`src/rtl/fa_pipe_pkg.sv`:
```
// Shared constants and helpers for the pipelined segmented add/subtract unit.
// Saturation constants are consumed only when FA_PIPE_SAT_EN is defined.
package fa_pipe_pkg;

  localparam int DEF_WIDTH = 32;
  localparam int DEF_SEG   = 16;
  localparam int MAX_W     = 1024;

  function automatic int n_stages(int w, int s);
    return (s < 1) ? 1 : w / s;
  endfunction

  function automatic logic [MAX_W-1:0] sat_max(int w);
    logic [MAX_W-1:0] r;
    r = '0;
    for (int i = 0; i < MAX_W; i++)
      if (i < w - 1) r[i] = 1'b1;
    return r;
  endfunction

  function automatic logic [MAX_W-1:0] sat_min(int w);
    logic [MAX_W-1:0] r;
    r = '0;
    for (int i = 0; i < MAX_W; i++)
      if (i == w - 1) r[i] = 1'b1;
    return r;
  endfunction

endpackage

```
`src/rtl/fa_seg_stage.sv`:
```
// One SEG-bit segment of the ripple pipeline: adds a segment with carry-in
// and registers partial sum, carry-out and the beat valid bit.
module fa_seg_stage
  import fa_pipe_pkg::*;
#(
  parameter int SEG = DEF_SEG
) (
  input  logic           clk,
  input  logic           rst,
  input  logic           en,
  input  logic           i_v,
  input  logic [SEG-1:0] i_a,
  input  logic [SEG-1:0] i_b,
  input  logic           i_c,
  output logic [SEG-1:0] o_sum,
  output logic           o_cout,
  output logic           o_v
);

  logic [SEG:0]   w_add;
  logic [SEG-1:0] r_sum;
  logic           r_cout;
  logic           r_v;

  assign w_add = {1'b0, i_a} + {1'b0, i_b}
               + {{SEG{1'b0}}, i_c};

  always_ff @(posedge clk) begin
    if (rst) begin
      r_sum  <= '0;
      r_cout <= 1'b0;
      r_v    <= 1'b0;
    end else if (en) begin
      r_sum  <= w_add[SEG-1:0];
      r_cout <= w_add[SEG];
      r_v    <= i_v;
    end
  end

  assign o_sum  = r_sum;
  assign o_cout = r_cout;
  assign o_v    = r_v;

endmodule

```
`src/rtl/fa_pipe_addsub.sv`:
```
// Pipelined WIDTH-bit add/subtract, one SEG-bit segment per stage, with
// valid/ready flow control; FA_PIPE_SAT_EN enables signed saturation.
module fa_pipe_addsub
  import fa_pipe_pkg::*;
#(
  parameter int WIDTH = DEF_WIDTH,
  parameter int SEG   = DEF_SEG
) (
  input  logic             CLK,
  input  logic             RST,
  input  logic             IN_VALID,
  output logic             IN_READY,
  input  logic [WIDTH-1:0] A,
  input  logic [WIDTH-1:0] B,
  input  logic             Cin,
  input  logic             SUB,
  input  logic             SAT,
  output logic             OUT_VALID,
  input  logic             OUT_READY,
  output logic [WIDTH-1:0] SUM,
  output logic             Cout,
  output logic             OVF
);

  localparam int STAGES = n_stages(WIDTH, SEG);
  localparam int L      = STAGES - 1;
  localparam int SEGD   = (SEG < 1) ? 1 : SEG;

  if ((SEG < 1) || ((WIDTH % SEGD) != 0)) begin : g_bad_cfg
    $error("fa_pipe_addsub: WIDTH must be a multiple of SEG >= 1");
  end

  logic             w_en;
  logic [WIDTH-1:0] w_beff;
  logic             w_c0;
  logic [WIDTH-1:0] w_raw;
  logic             r_xm;

  assign w_en     = !OUT_VALID || OUT_READY;
  assign IN_READY = w_en;
  assign w_beff   = SUB ? ~B : B;
  assign w_c0     = SUB | Cin;

  for (genvar k = 0; k < STAGES; k++) begin : g_st
    localparam int RW = WIDTH - k * SEG;
    // w_ra/w_rb: operand bits not yet consumed, segment k at the bottom
    logic [RW-1:0]        w_ra;
    logic [RW-1:0]        w_rb;
    logic                 w_ci;
    logic                 w_vi;
    logic [SEG-1:0]       w_sum;
    logic                 w_co;
    logic                 w_vo;
    logic [(k+1)*SEG-1:0] w_lo;
`ifdef FA_PIPE_SAT_EN
    logic                 w_sat;
`endif

    if (k == 0) begin : g_head
      assign w_ra = A;
      assign w_rb = w_beff;
      assign w_ci = w_c0;
      assign w_vi = IN_VALID;
      assign w_lo = w_sum;
`ifdef FA_PIPE_SAT_EN
      assign w_sat = SAT;
`endif
    end else begin : g_tail
      logic [RW-1:0]      r_ra;
      logic [RW-1:0]      r_rb;
      logic [k*SEG-1:0]   r_fw;
`ifdef FA_PIPE_SAT_EN
      logic               r_sat;
`endif

      always_ff @(posedge CLK) begin
        if (RST) begin
          r_ra <= '0;
          r_rb <= '0;
          r_fw <= '0;
`ifdef FA_PIPE_SAT_EN
          r_sat <= 1'b0;
`endif
        end else if (w_en) begin
          r_ra <= g_st[k-1].w_ra[RW+SEG-1:SEG];
          r_rb <= g_st[k-1].w_rb[RW+SEG-1:SEG];
          r_fw <= g_st[k-1].w_lo;
`ifdef FA_PIPE_SAT_EN
          r_sat <= g_st[k-1].w_sat;
`endif
        end
      end

      assign w_ra = r_ra;
      assign w_rb = r_rb;
      assign w_ci = g_st[k-1].w_co;
      assign w_vi = g_st[k-1].w_vo;
      assign w_lo = {w_sum, r_fw};
`ifdef FA_PIPE_SAT_EN
      assign w_sat = r_sat;
`endif
    end

    fa_seg_stage #(.SEG(SEG)) u_seg (
      .clk    (CLK),
      .rst    (RST),
      .en     (w_en),
      .i_v    (w_vi),
      .i_a    (w_ra[SEG-1:0]),
      .i_b    (w_rb[SEG-1:0]),
      .i_c    (w_ci),
      .o_sum  (w_sum),
      .o_cout (w_co),
      .o_v    (w_vo)
    );
  end

  // a^b of the MSB, kept so the carry into the MSB can be recovered
  always_ff @(posedge CLK) begin
    if (RST)
      r_xm <= 1'b0;
    else if (w_en)
      r_xm <= g_st[L].w_ra[SEG-1] ^ g_st[L].w_rb[SEG-1];
  end

  assign w_raw     = g_st[L].w_lo;
  assign Cout      = g_st[L].w_co;
  assign OUT_VALID = g_st[L].w_vo;
  assign OVF       = r_xm ^ w_raw[WIDTH-1] ^ Cout;

`ifdef FA_PIPE_SAT_EN
  localparam logic [WIDTH-1:0] SAT_MAX = WIDTH'(sat_max(WIDTH));
  localparam logic [WIDTH-1:0] SAT_MIN = WIDTH'(sat_min(WIDTH));

  logic r_sat_o;

  always_ff @(posedge CLK) begin
    if (RST)
      r_sat_o <= 1'b0;
    else if (w_en)
      r_sat_o <= g_st[L].w_sat;
  end

  // on overflow the carry-out equals the common operand sign
  assign SUM = (r_sat_o && OVF) ? (Cout ? SAT_MIN : SAT_MAX) : w_raw;
`else
  logic w_unused;

  assign w_unused = SAT;
  assign SUM      = w_raw;
`endif

endmodule

```
`config.mk`:
```
export PLATFORM = sky130hd
export DESIGN_NAME = fa_pipe_addsub
export DESIGN_NICKNAME = d
export VERILOG_FILES = /design/src/rtl/fa_pipe_pkg.sv /design/src/rtl/fa_seg_stage.sv /design/src/rtl/fa_pipe_addsub.sv
export SDC_FILE = /design/constraint.sdc
export NUM_CORES = 1
export LEC_CHECK = 0
export ABC_AREA = 1
export CORE_UTILIZATION = 30
export DETAILED_ROUTE_END_ITERATION = 16
export PLACE_DENSITY = 0.63
export SYNTH_ARGS = -nofsm -noshare
export SYNTH_HDL_FRONTEND = slang
export SYNTH_SLANG_ARGS = --single-unit
```
`constraint.sdc`:
```
create_clock -name CLK -period 2.62 [get_ports CLK]
set_input_delay 0.393 -clock CLK [delete_from_list [all_inputs] [get_ports CLK]]
set_output_delay 0.393 -clock CLK [all_outputs]
set_load 0.01 [all_outputs]
```
==> flow_summary.json, run 1 <==
{
  "clk_path_buf_depth": 2,
  "wire_per_inst_um": 11.8,
  "hp-class": "register to register",
  "syn_area_sq_um": 5320,
  "cts.clk_slew.worst_paths_ps": 60,
  "dp_hpwl_um": 9890,
  "hold_buffers": 0,
  "drive_gt1_share_pct": 7.80,
  "fin_area_sq_um": 6910,
  "grt_pass1_vias": 4701,
  "grt_max_degree": 77,
  "fin_hold_ws_ps": 477,
  "layout_commonest_cell": "nand2_1",
  "via_per_inst": 4.42,
  "syn_to_final_growth_pct": 29.8,
  "num-nets-final": 985,
  "fin_crit_ps": 2200,
  "drtPass1Iterations": 4,
  "drt_iter0_drc": 194,
  "place_area_sq_um": 6580,
  "vias": 4909,
  "core_sq_um": 17300,
  "initial_utilization_pct": 30.8,
  "drv_slew": 0,
  "worst_pin_slew_ps": 689,
  "clockRootBuffer": "clkbuf_16",
  "post_cts_resized": 0,
  "maxSlewHeadroom_pct": 54.1,
  "synth_warnings": 0,
  "vdd_ir_drop_max_mv": 0.283,
  "met1_usage_pct": 18.1,
  "finalHoldViolations": 0,
  "power_density_nw_per_um2": 591,
  "reg2reg_depth": 12,
  "cp.arrival_ps": 2450,
  "synthesis.nets": 892,
  "whs_path_depth": 2,
  "die_h_um": 135,
  "wl_um": 13200,
  "postSynthCellCount": 787,
  "antenna_found_initial": 2,
  "crit_path_max_fanout": 3,
  "status": "finished clean",
  "most-common-layout-cells": "164 x nand2_1, 116 x inv_1, 104 x clkdlybuf4s50_1, 97 x nor2_1, 85 x dfxtp_1",
  "track_usage_pct": 15.5,
  "critical_path_class": "primary input to register",
  "cts.sink_count": 85,
  "clock_latency_ps": 350,
  "cts_inserted_buffers": 9,
  "synth_seq_cells": 85,
  "synthArstFlopShare_pct": 0,
  "ios": 107,
  "end_kind": "register",
  "start_kind": "primary input",
  "clock_skew_ps": 7.76,
  "placed_cells": 1094,
  "setup_viol": 0,
  "fin_crit_sh_pct": 84.1,
  "htree_num_levels": 3,
  "port_buffers": 105,
  "synth_flop_cell": "dfxtp_1",
  "die_w_um": 135,
  "grt_pass1_wl_um": 22200,
  "busiest_layer": "met2",
  "synthDistinctLibCells": 33,
  "drcViolationCount": 0,
  "syn_avg_cell_area_sq_um": 6.76,
  "gr-usage-met3_pct": 2.81,
  "rsz0062_at_grt": "no",
  "finalSetupTns_ps": 0,
  "use_met2_pct": 27.9,
  "gr-total-overflow": 0,
  "cts_tree": "built",
  "cp.required_ps": 2870,
  "rows": 48,
  "p_leak_nw": 3.49,
  "dieArea_sq_um": 18300,
  "power_w": 0.00408,
  "synth_edf_count": 0,
  "cts_setup_buffers": 0,
  "max-cap-violations": 0,
  "gp_congestion": 0.890,
  "final_cells": 1111,
  "ant_nets": 0,
  "ys_seq_area_share_pct": 32.0,
  "maxClockFrequency_mhz": 454
}
metal layers:
| layer | routed length [um] | share of wire (%) |
|---|---|---|
| met1 | 5780 | 44 |
| met2 | 6410 | 49 |
| met3 | 701 | 5.3 |
| met4 | 243 | 1.8 |
| met5 | 13 | 0.099 |
synthesized netlist by cell type (all sizes together) (12+ instances only):
| cell | number | share of area, % |
|---|---|---|
| a21oi | 38 | 3.8 |
| buf | 19 | 1.9 |
| clkbuf | 12 | 0.92 |
| dfxtp | 85 | 32 |
| ha | 30 | 7.1 |
| inv | 127 | 9.0 |
| nand2 | 175 | 13 |
| nand3 | 47 | 5.0 |
| nor2 | 100 | 7.2 |
| o21ai | 77 | 7.2 |
| xnor2 | 23 | 3.8 |
| xor2 | 18 | 3.0 |
metrics by stage:
step	setup WS, ps	utilization, %
floorplan	259	-
global placement	71.7	38.0
detailed placement	55.7	38.0
CTS	430	39.9
global route	187	39.9
finish	416	39.9
cell families (layout without fill, tap and decap cells):
kind of cell	after synthesis	count (layout)	share of synthesized area [%]
compound gates	127	127	12.7
flops	85	85	32.0
buf+inv	158	256	11.8
other cells	0	1	0
simple gates	342	342	28.2
xor+xnor	41	41	6.75
fa+ha+maj	34	34	8.56
where the power goes:
group / internal, W / switching [W]
Combinational: 0.000534 / 0.000614
Sequential: 0.00144 / 0.0000801
Clock: 0.000864 / 0.000550
cell type report:
class / instances / area [sq um]
fill: 1864 / 10400
multi-input combinational: 544 / 3000
sequential: 85 / 1700
timing repair buffer: 113 / 1120
inverter: 127 / 478
tap: 225 / 282
clock buffer: 11 / 243
clock inverter: 5 / 83.8
antenna: 1 / 2.50
flip-flops by register name (all words and copies together) (netlist names):
| signal | count |
|---|---|
| g_st.u_seg.o_sum | 32 |
| g_st.g_tail.r_fw | 16 |
| g_st.g_tail.r_ra | 16 |
| g_st.g_tail.r_rb | 16 |
| g_st.u_seg.o_cout | 2 |
| g_st.u_seg.o_v | 2 |
| r_xm | 1 |
worst paths after layout:
check | from | end | slack [ps]
setup reg to reg | g_st[1].g_tail.r_ra[0]$_SDFFE_PP0P_ | g_st[1].u_seg.o_sum[14]$_SDFFE_PP0P_ | 420
hold / removal | g_st[0].u_seg.o_v$_SDFFE_PP0P_ | g_st[1].u_seg.o_v$_SDFFE_PP0P_ | 480
setup / recovery | Cin | g_st[0].u_seg.o_sum[8]$_SDFFE_PP0P_ | 420
hold reg to reg | g_st[0].u_seg.o_v$_SDFFE_PP0P_ | g_st[1].u_seg.o_v$_SDFFE_PP0P_ | 480
critical path: stages:
cell and delay, ps:
clkdlybuf4s50_1 390, or2_2 280, fa_1 410, inv_1 90, fa_1 190, inv_1 60, nand3_1 70, nand3_2 100
a21oi_1 170, or2_0 130, nand3_1 60, nand2_1 80, inv_1 30
Power figures use the tool's default switching activity.
==> run 2: changes to the inputs <==
==> constraint.sdc (replaced) <==
create_clock -name CLK -period 2.08 [get_ports CLK]
set_input_delay 0.312 -clock CLK [delete_from_list [all_inputs] [get_ports CLK]]
set_output_delay 0.312 -clock CLK [all_outputs]
set_load 0.01 [all_outputs]
==> run 2 against run 1 <==
  * Clock skew up 5.7 ps
  * Flip-flop and latch count unchanged
  * Non-clock buffer count up 23
  * Final cell count up 2.0%
  * Worst hold slack worse by 3.7 ps
  * Total power up 26%
  * Utilization up 1.4 points
  * Sequential share of layout area down 0.84 points
  * First-iteration DRC count up 45%
  * Combinational power up 37%
  * Largest power group unchanged
  * Final area up 3.6%
  * Sequential power up 26%
==> flow_summary.json, run 2 (synthesis results as in run 1) <==
{
  "p_sw_share_pct": 30.9,
  "maxClockFrequency_mhz": 496,
  "rows": 48,
  "layout_commonest_cell": "nand2_1",
  "finalHoldViolations": 0,
  "combPwrFrac_pct": 30.8,
  "crit_path_max_fanout": 3,
  "rr_endpoint": "g_st[1].u_seg.o_sum[14]$_SDFFE_PP0P_",
  "clock_latency_ps": 350,
  "track_usage_pct": 16.0,
  "antenna_found_initial": 3,
  "fin_crit_sh_pct": 96.9,
  "via_per_inst": 4.43,
  "cp.required_ps": 2320,
  "drive_gt1_share_pct": 12.3,
  "grt_max_degree": 85,
  "num-nets-final": 1008,
  "whs_path_depth": 2,
  "drv_slew": 0,
  "syn_to_final_growth_pct": 34.5,
  "dp_hpwl_um": 10000,
  "multiInputGateArea_sq_um": 3070,
  "p_int_w": 0.00354,
  "fin_crit_ps": 2010,
  "n_fill_cell": 1837,
  "power_density_nw_per_um2": 716,
  "max-cap-violations": 0,
  "initial_utilization_pct": 30.8,
  "power.share.sequential_pct": 37.4,
  "worst_pin_slew_ps": 482,
  "ios": 107,
  "power_w": 0.00513,
  "cts.clk_slew.worst_paths_ps": 60,
  "die_w_um": 135,
  "cts_tree": "built",
  "cts_inserted_buffers": 9,
  "p_switching_w": 0.00159,
  "grt_pass1_wl_um": 22900,
  "drt_iter0_drc": 281,
  "critical_path_class": "register to register",
  "setup_viol": 0,
  "hp-class": "register to register",
  "die_h_um": 135,
  "clockRootBuffer": "clkbuf_16",
  "cp.arrival_ps": 2250,
  "r2r-start": "g_st[1].g_tail.r_rb[0]$_SDFFE_PP0P_",
  "maxSlewHeadroom_pct": 67.9,
  "regArea_sq_um": 1700,
  "min_to": "g_st[1].u_seg.o_v$_SDFFE_PP0P_",
  "vdd_ir_drop_max_mv": 0.503,
  "grt_pass1_vias": 4910,
  "clk_path_buf_depth": 2,
  "core_sq_um": 17300,
  "gr-total-overflow": 0,
  "status": "finished clean",
  "largest_reg_flops": 32,
  "reg2reg_slack_ps": 70,
  "wire_per_inst_um": 11.8,
  "p_leak_nw": 3.63,
  "fin_hold_ws_ps": 473,
  "hp-start": "g_st[0].u_seg.o_v$_SDFFE_PP0P_",
  "ant_nets": 0,
  "clockPowerShare_pct": 31.8,
  "hold_buffers": 0,
  "gp_congestion": 0.889,
  "reg2reg_depth": 12,
  "end_kind": "register",
  "cts.sink_count": 85,
  "start_kind": "register",
  "dieArea_sq_um": 18300,
  "wl_um": 13400,
  "htree_num_levels": 3,
  "drcViolationCount": 0,
  "drtPass1Iterations": 4,
  "rsz0062_at_grt": "yes",
  "port_buffers": 105,
  "most-common-layout-cells": "156 x nand2_1, 114 x inv_1, 102 x clkdlybuf4s50_1, 97 x nor2_1, 84 x dfxtp_1",
  "vias": 5018,
  "clock_skew_ps": 13.5
}
==> run 2: worst max-delay path by stage <==
stage | from | end | slack [ps] | cells past startpoint
floorplan | SUB | g_st[0].u_seg.o_sum[8]$_SDFFE_PP0P_ | -60 | 14
global placement | B[0] | g_st[0].u_seg.o_sum[8]$_SDFFE_PP0P_ | -320 | 13
detailed placement | Cin | g_st[0].u_seg.o_sum[4]$_SDFFE_PP0P_ | -360 | 12
CTS | g_st[1].g_tail.r_ra[0]$_SDFFE_PP0P_ | g_st[1].u_seg.o_sum[14]$_SDFFE_PP0P_ | 6 | 12
global route | g_st[1].g_tail.r_rb[0]$_SDFFE_PP0P_ | g_st[1].u_seg.o_sum[14]$_SDFFE_PP0P_ | -10 | 12
finish | g_st[1].g_tail.r_rb[0]$_SDFFE_PP0P_ | g_st[1].u_seg.o_sum[14]$_SDFFE_PP0P_ | 70 | 12
==> run 2: area by class of cell <==
class	instances	share of cell area, %
Multi-Input combinational cell	544	42.9
Sequential cell	85	23.8
Timing Repair Buffer	136	18.5
Inverter	127	6.68
Tap cell	225	3.93
Clock buffer	10	3.34
Clock inverter	5	0.839
Antenna cell	1	0.0350
==> run 2: stage by stage <==
| step | cell area, sq um | cells | util, % | TNS (ps) | setup WS [ps] |
|---|---|---|---|---|---|
| after floorplan | 5350 | 787 | - | -85.1 | -57.7 |
| after global placement | 6790 | 1117 | 39.3 | -2650 | -323 |
| after detailed placement | 6790 | 1117 | 39.3 | -3140 | -361 |
| after CTS | 7100 | 1132 | 41.0 | 0 | 6.04 |
| after global routing | 7150 | 1132 | 41.4 | -12.5 | -12.5 |
| final | 7160 | 1133 | 41.4 | 0 | 65.5 |
==> run 2: power by group through the flow <==
stage | logic (W) | registers [W] | clock network (W)
floorplan | 0.000919 | 0.00197 | 0
global placement | 0.00155 | 0.00196 | 0
detailed placement | 0.00156 | 0.00196 | 0
CTS | 0.00157 | 0.00192 | 0.00170
global route | 0.00179 | 0.00194 | 0.00176
finish | 0.00158 | 0.00192 | 0.00163
==> run 2: routing by layer <==
metal  GRT usage, %  part of all wire (%)
met2           27.8                    48
met4           5.24                   1.8
met1           18.8                    45
met3           4.45                   5.6
met5              0                 0.082
==> run 2: repair_timing <==
item / in CTS / in global routing
pin swaps: 0 / 13
resized for setup: 2 / 16
setup endpoints to repair: 2 / 11
setup buffers: 0 / 0
==> run 2: worst max-delay path, stage by stage (launching register included) <==
cell and delay (ps):
dfxtp_2 330, fa_2 420, fa_2 380, nand2_2 70, nand2_2 50, nand3b_1 160, nand2_2 110, nand2_2 80
nand2_1 50, nand2_1 70, nand3_2 60, nand2_1 70, inv_1 30
